===== src/rtl/interface_pkg.sv =====
// Shared definitions for the UART-to-ALU interface blocks (receive and transmit sides):
// FSM state encoding and the byte-count helper.
package interface_pkg;

  localparam logic [1:0] ST_IDLE  = 2'd0;
  localparam logic [1:0] ST_START = 2'd1;
  localparam logic [1:0] ST_WAIT  = 2'd2;

  // Number of UART bytes needed to carry nb_result bits, never less than one.
  function automatic int unsigned nb_bytes(input int unsigned nb_result,
                                           input int unsigned nb_data);
    int unsigned n;
    n = (nb_result + nb_data - 1) / nb_data;
    if (n < 1) n = 1;
    return n;
  endfunction

endpackage


===== src/rtl/result_tx_interface.sv =====
// Captures one ALU result and streams it LSB byte first to the UART TX via start/done.
// Optional trailing XOR checksum byte when RESULT_TX_CHECKSUM_EN is defined.
module result_tx_interface
  import interface_pkg::*;
#(
  parameter int unsigned NB_DATA   = 8,
  parameter int unsigned NB_RESULT = 16
) (
  input  logic                 clock,
  input  logic                 reset,
  input  logic [NB_RESULT-1:0] i_result,
  input  logic                 i_valid,
  output logic                 o_ready,
  output logic [NB_DATA-1:0]   o_tx_data,
  output logic                 o_tx_start,
  input  logic                 i_tx_done,
  output logic                 o_busy
);

  localparam int unsigned NB_BYTES = nb_bytes(NB_RESULT, NB_DATA);
  localparam int unsigned NB_SHIFT = NB_BYTES * NB_DATA;
  localparam int unsigned NB_CNT   = $clog2(NB_BYTES + 1);
  localparam logic [NB_CNT-1:0] LAST_CNT = NB_CNT'(NB_BYTES - 1);

  logic [1:0]          state_q, state_d;
  logic [NB_SHIFT-1:0] shift_q, shift_d;
  logic [NB_CNT-1:0]   cnt_q, cnt_d;

`ifdef RESULT_TX_CHECKSUM_EN
  logic [NB_DATA-1:0] chk_q, chk_d;
  logic               chk_phase;

  // byte_cnt == NB_BYTES marks the trailing checksum byte
  assign chk_phase = (cnt_q == NB_CNT'(NB_BYTES));
`endif

  always_ff @(posedge clock) begin
    if (reset) begin
      state_q <= ST_IDLE;
      shift_q <= '0;
      cnt_q   <= '0;
`ifdef RESULT_TX_CHECKSUM_EN
      chk_q   <= '0;
`endif
    end else begin
      state_q <= state_d;
      shift_q <= shift_d;
      cnt_q   <= cnt_d;
`ifdef RESULT_TX_CHECKSUM_EN
      chk_q   <= chk_d;
`endif
    end
  end

  always_comb begin
    state_d    = state_q;
    shift_d    = shift_q;
    cnt_d      = cnt_q;
    o_tx_start = 1'b0;
`ifdef RESULT_TX_CHECKSUM_EN
    chk_d      = chk_q;
`endif
    case (state_q)
      ST_IDLE: begin
        if (i_valid) begin
          shift_d = NB_SHIFT'(i_result);
          cnt_d   = '0;
`ifdef RESULT_TX_CHECKSUM_EN
          chk_d   = '0;
`endif
          state_d = ST_START;
        end
      end
      ST_START: begin
        o_tx_start = 1'b1;
        state_d    = ST_WAIT;
`ifdef RESULT_TX_CHECKSUM_EN
        if (!chk_phase) chk_d = chk_q ^ shift_q[NB_DATA-1:0];
`endif
      end
      ST_WAIT: begin
        if (i_tx_done) begin
          if (cnt_q < LAST_CNT) begin
            cnt_d   = cnt_q + 1'b1;
            shift_d = shift_q >> NB_DATA;
            state_d = ST_START;
          end else begin
`ifdef RESULT_TX_CHECKSUM_EN
            if (!chk_phase) begin
              cnt_d   = cnt_q + 1'b1;
              state_d = ST_START;
            end else begin
              state_d = ST_IDLE;
            end
`else
            state_d = ST_IDLE;
`endif
          end
        end
      end
      default: state_d = ST_IDLE;
    endcase
  end

`ifdef RESULT_TX_CHECKSUM_EN
  assign o_tx_data = chk_phase ? chk_q : shift_q[NB_DATA-1:0];
`else
  assign o_tx_data = shift_q[NB_DATA-1:0];
`endif

  assign o_ready = (state_q == ST_IDLE);
  assign o_busy  = ~o_ready;

endmodule

===== config.mk =====
export PLATFORM = sky130hd
export DESIGN_NAME = result_tx_interface
export DESIGN_NICKNAME = d
export VERILOG_FILES = /design/src/rtl/interface_pkg.sv /design/src/rtl/result_tx_interface.sv
export SDC_FILE = /design/constraint.sdc
export NUM_CORES = 1
export LEC_CHECK = 0
export ABC_CLOCK_PERIOD_IN_PS = 1500
export CORE_ASPECT_RATIO = 0.9
export CORE_MARGIN = 2
export CORE_UTILIZATION = 43
export CTS_CLUSTER_SIZE = 12
export DETAILED_ROUTE_END_ITERATION = 8
export GPL_TIMING_DRIVEN = 0
export HOLD_SLACK_MARGIN = 0.12
export PLACE_DENSITY_LB_ADDON = 0.12
export SLEW_MARGIN = 40
export SYNTH_ARGS = -nofsm -noshare
export SYNTH_HDL_FRONTEND = slang
export SYNTH_SLANG_ARGS = --single-unit

===== constraint.sdc =====
create_clock -name clock -period 1.5 [get_ports clock]
set_input_delay 0.15 -clock clock [delete_from_list [all_inputs] [get_ports clock]]
set_output_delay 0.15 -clock clock [all_outputs]
set_load 0.1 [all_outputs]

* After elaboration in Yosys (flattened, before gate mapping) *
Index checks and enable logic that the tools add are counted.

storage, ports and cells
  register bits = 20
  input port bits = 20
  output and inout bits = 11
  logic and storage cells = 28

operators by class
  add/sub/neg operators = 1
  $lt $le $gt $ge = 1
  equality and inequality tests = 5
  multiplexer cells = 13
  bitwise gates (word level) = 1
  reduce and logical (&&, ||, !) cells = 4

operators by type and width
  operator             number
  $mux 16              3
  $pmux 16 s2          1
  $mux 2               5
  $ne 2x2->1 const B   3
  $pmux 2 s3           1
  $pmux 2 s2           1
  $reduce_and 4->1     1
  $add 2x1->2 const B  1
  $eq 2x1->1 const B   1
  $eq 2x2->1 const B   1
  $logic_not 2->1      1
  $lt 2x1->1 const B   1
  $mux 1               2
  $reduce_and 2->1     1
  $reduce_bool 2->1    1
  $not 1->1            1

* Logic depth before layout (Yosys ltp) *
  depth in word-level cells = 4
  mapped depth = 6
  depth with buffers taken out = 5

* Worst setup path after synthesis *
No wires, ideal clock.

  path kind = register to register
  from = register state_q[1]
  to = register shift_q[10]
  setup time = 60 ps
  arrival = 3294 ps
  data required time = 1440 ps
  setup slack = -1854 ps
  cell stages (with the launch flop) = 5
  buffers on the path = 0
  period minus slack after synthesis = 3354 ps
  path through = dfxtp_1 > nor2_1 > inv_1 > nor3b_4 > a22o_1

on the way
  cells in the longest elaborated chain, start to end = 3
  elaborated cells on any way between the ends = 8
  those cells by class = eq/ne (4); mux (1); reduce/logical (3)

RTL lines
  item                                                                     RTL line                   RTL
  start: declaration                                                       result_tx_interface.sv:25  logic [1:0] state_q, state_d;
  start signal: assignment                                                 result_tx_interface.sv:46  state_q <= state_d;
  $logic_not 2->1 *                                                        --
  via o_ready                                                              result_tx_interface.sv:13  output logic o_ready,
  $ne 2x2->1 (no source line) / $reduce_bool 2->1 (equally long branches)  --
  $reduce_and 4->1 (no source line)                                        --
  end signal: assignment                                                   result_tx_interface.sv:47  shift_q <= shift_d;
  end: declaration                                                         result_tx_interface.sv:26  logic [NB_SHIFT-1:0] shift_q, shift_d;

Mark *: on every way through the listed nets, which the timed path passes. The rest lies on a longest branch.
A chain may end at the register's enable or synchronous reset.

* Final worst setup path *
  from = register state_q[0]
  to = output o_tx_start

on the way
  cells in the longest elaborated chain, start to end = 2

RTL lines
  item              RTL line                   RTL
  $eq 2x1->1        result_tx_interface.sv:63  case (state_q)
  $mux 1            result_tx_interface.sv:63
  end: declaration  result_tx_interface.sv:15  output logic o_tx_start,

Every way passes these cells.

==> qor.yml <==
status:
  status: "finished, final reports clean"
clocking:
  path_clk_slew_ps: 110
  cts_max_level: 1
  cts_buffers: 3
  clockBufferDepth: 2
  root_buffer: "clkbuf_4"
  cts_tree: "built"
  holdBufCountCts: 0
  clk_latency_ps: 300
  clock-sinks: 20
yosys:
  synth_top_family_by_area: "compound AO/OA/AOI/OAI gates"
  synth_cells: 92
  muxShareOfSynthArea_pct: 1.245
  synth_area_leaders: "dfxtp_1 44%, a22o_1 8.7%, a211oi_1 6.6%, buf_4 6.6%, a21oi_1 4.4%"
  yosys.area_share.simple_pct: 18.26
  synth.avg_cell_area_sq_um: 9.833
  synth_compound_area_share_pct: 24.20
  ys_ff_latch: 20
  seq_area_frac_synth_pct: 44.26
  ys_types: 22
  synthesis.nets: 113
  yosys.area.top_type: "dfxtp_1"
  synth-xor-area-share_pct: 0
  synth_top_area_share_pct: 44.26
  syn-cell-area_sq_um: 904.6
  ys_warn_count: 0
  synthAdderAreaFrac_pct: 1.383
worst_setup_path:
  critPathKind: "reg -> out"
  slowest_stage: "dfxtp_4"
  critPathRequiredTime_ps: 1350
  critical_path_arrival_ps: 1280
  cp_max_fo: 10
  r2r_start: "cnt_q[0]"
  max_stage_delay_ps: 400
  worstPathCellList: "clkbuf_4 -> nor2b_4 -> buf_12"
  reg2reg_depth: 6
  endpoint: "o_tx_start"
  startpoint_type: "register"
  endpoint_kind: "output pin"
  reg2reg_slack_ps: 70
  crit_start: "state_q[0]"
  r2r-end: "cnt_q[0]"
detailed_routing:
  viasPerCell: 5.099
  drt-total-wl_um: 1932
  wl_met3_um: 135
  drtAntennaViolNets: 0
  wl_per_cell_um: 12.71
  vias: 775
  met2_length_um: 882
  wl_met1_um: 900
  drt_iter0_markers: 6
  post-route-drc-count: 0
  dr.pass1.iters: 4
  dr.max_layer_used: "met4"
pwr:
  internal_power_uw: 1016
  p_comb_share_pct: 33.2
  p_clk_share_pct: 27.9
  p_sw_share_pct: 34.61
  vdd_drop_max_mv: 0.9322
  power_leakage_uw: 0.0005246
  cellPowerDensity_nw_per_um2: 1207
  pwr-share-seq_pct: 38.9
  switching_power_uw: 537.8
die:
  dieArea_sq_um: 2487
  core_sq_um: 1952
  die_x_um: 52.35
  die_height_um: 47.51
  rows: 15
  initial_core_util_pct: 46.35
  io_pins: 31
global_routing:
  grt_pass1_vias: 698
  grt_pass1_wl_um: 3125
  grt_overflow: 0
  antenna_found_initial: 0
  grt.total_usage_pct: 17.50
  grt_max_degree: 13
timing:
  fin_skew_ps: 5.085
  finalHoldViolations: 0
  tightestPinTransition_ps: 524.9
  slew_viol_final: 0
  period_needed_ps: 1431
  max_freq_ghz: 0.6987
  fin_ws_ps: 68.86
  setup-violations-final: 0
  fin_crit_sh_pct: 95.41
  rsz0062_at_grt: "no"
  slew_headroom_pct: 64.97
finish:
  drive_above_1_share_pct: 29.13
  area.sequential_sq_um: 407.9
  n_antenna_cell: 0
  fillers: 172
  layout.nets: 149
  final_cells: 152
  multi_input_area_sq_um: 422.9
  area_delta_synth_final_pct: 42.32
  final_core_util_pct: 65.96
flow_run:
  drv_cap: 0
worst_hold_path:
  hp-class: "in -> reg"
place:
  place_congestion: 0.7615
  place_ws_ps: -202.2
  numPortBuffers: 30
  placedCellCount: 147
  dpl.hpwl_um: 1489
through the flow:
step	hold WS (ps)	instance area [sq um]	total power, uW	setup TNS, ps
floorplan	282.9	919.6	1005	-5378
global placement	460.0	1251	1141	-3891
detailed placement	464.8	1196	1118	-1440
CTS	431.1	1262	1559	0
global route	420.9	1287	1620	0
finish	438.3	1287	1554	0
power groups by stage:
stage               registers [uW]  logic, uW  clock network (uW)
floorplan                      609        396                   0
global placement               615        526                   0
detailed placement             617        501                   0
CTS                            606        510                 443
global route                   611        544                 464
finish                         604        516                 434
final cells by class:
class / count / area share, %
timing repair buffer: 31 / 21.28
buffer: 12 / 6.803
clock inverter: 1 / 2.332
clock buffer: 3 / 1.749
tap: 25 / 2.430
inverter: 3 / 0.8746
sequential: 20 / 31.68
multi-input combinational: 57 / 32.85
worst min-delay path by stage:
stage	startpoint	to	slack (ps)	cells after the start
finish	i_result[11]	shift_q[11]	440	2
global route	i_result[10]	shift_q[10]	420	2
floorplan	i_result[10]	shift_q[10]	280	1
global placement	shift_q[10]	shift_q[10]	460	1
detailed placement	shift_q[10]	shift_q[10]	460	1
CTS	i_result[11]	shift_q[11]	430	2
per-layer routing:
| metal | vias to the layer above | global-route usage (%) |
|---|---|---|
| li1 | 406 | - |
| met1 | 344 | 21.86 |
| met2 | 23 | 28.00 |
| met3 | 2 | 7.813 |
| met4 | 0 | 4.615 |
| met5 | - | 0 |
synthesized netlist by cell type (all sizes together):
library cell / number
a211oi: 8
a21oi: 8
a22o: 9
and4b: 1
buf: 11
clkbuf: 1
dfxtp: 20
ha: 1
inv: 3
mux2: 1
nand2b: 1
nand3: 1
nor2: 5
nor2b: 2
nor3: 9
nor3b: 3
o21ai: 8
registers in the layout, indices dropped and copies added (netlist names):
signal	flops
cnt_q	2
state_q	2
shift_q	16
layout by cell type, fill, tap and decap left out, types with 2 or more instances in the layout:
cell,count
a21oi_1,8
nor3b_4,2
clkdlybuf4s50_1,19
o21ai_0,8
nor2b_4,2
buf_2,10
nor3_1,8
dfxtp_1,18
buf_6,2
inv_1,3
buf_4,9
a22o_1,9
dfxtp_4,2
a211oi_1,8
clkbuf_4,4
nor2_1,4
kinds of logic after synthesis:
| kind of cell | after synthesis |
|---|---|
| fa+ha+maj | 1 |
| mux | 1 |
| buf+inv | 15 |
| compound gates | 33 |
| simple gates | 22 |
| flops | 20 |
timing repair:
action	in CTS	in global routing
endpoints found under the setup margin	2	8
endpoints found under the hold margin	0	0
setup buffers	0	1
gates cloned	0	0
resized for setup	5	6
pin swaps	0	1
worst max-delay path, delay by kind of cell (launching register included):
kind                   cells  cell delay [ps]
and+or+nand+nor            1              190
DFF                        1              400
buffers and inverters      2              390
Power figures use the tool's default switching activity.
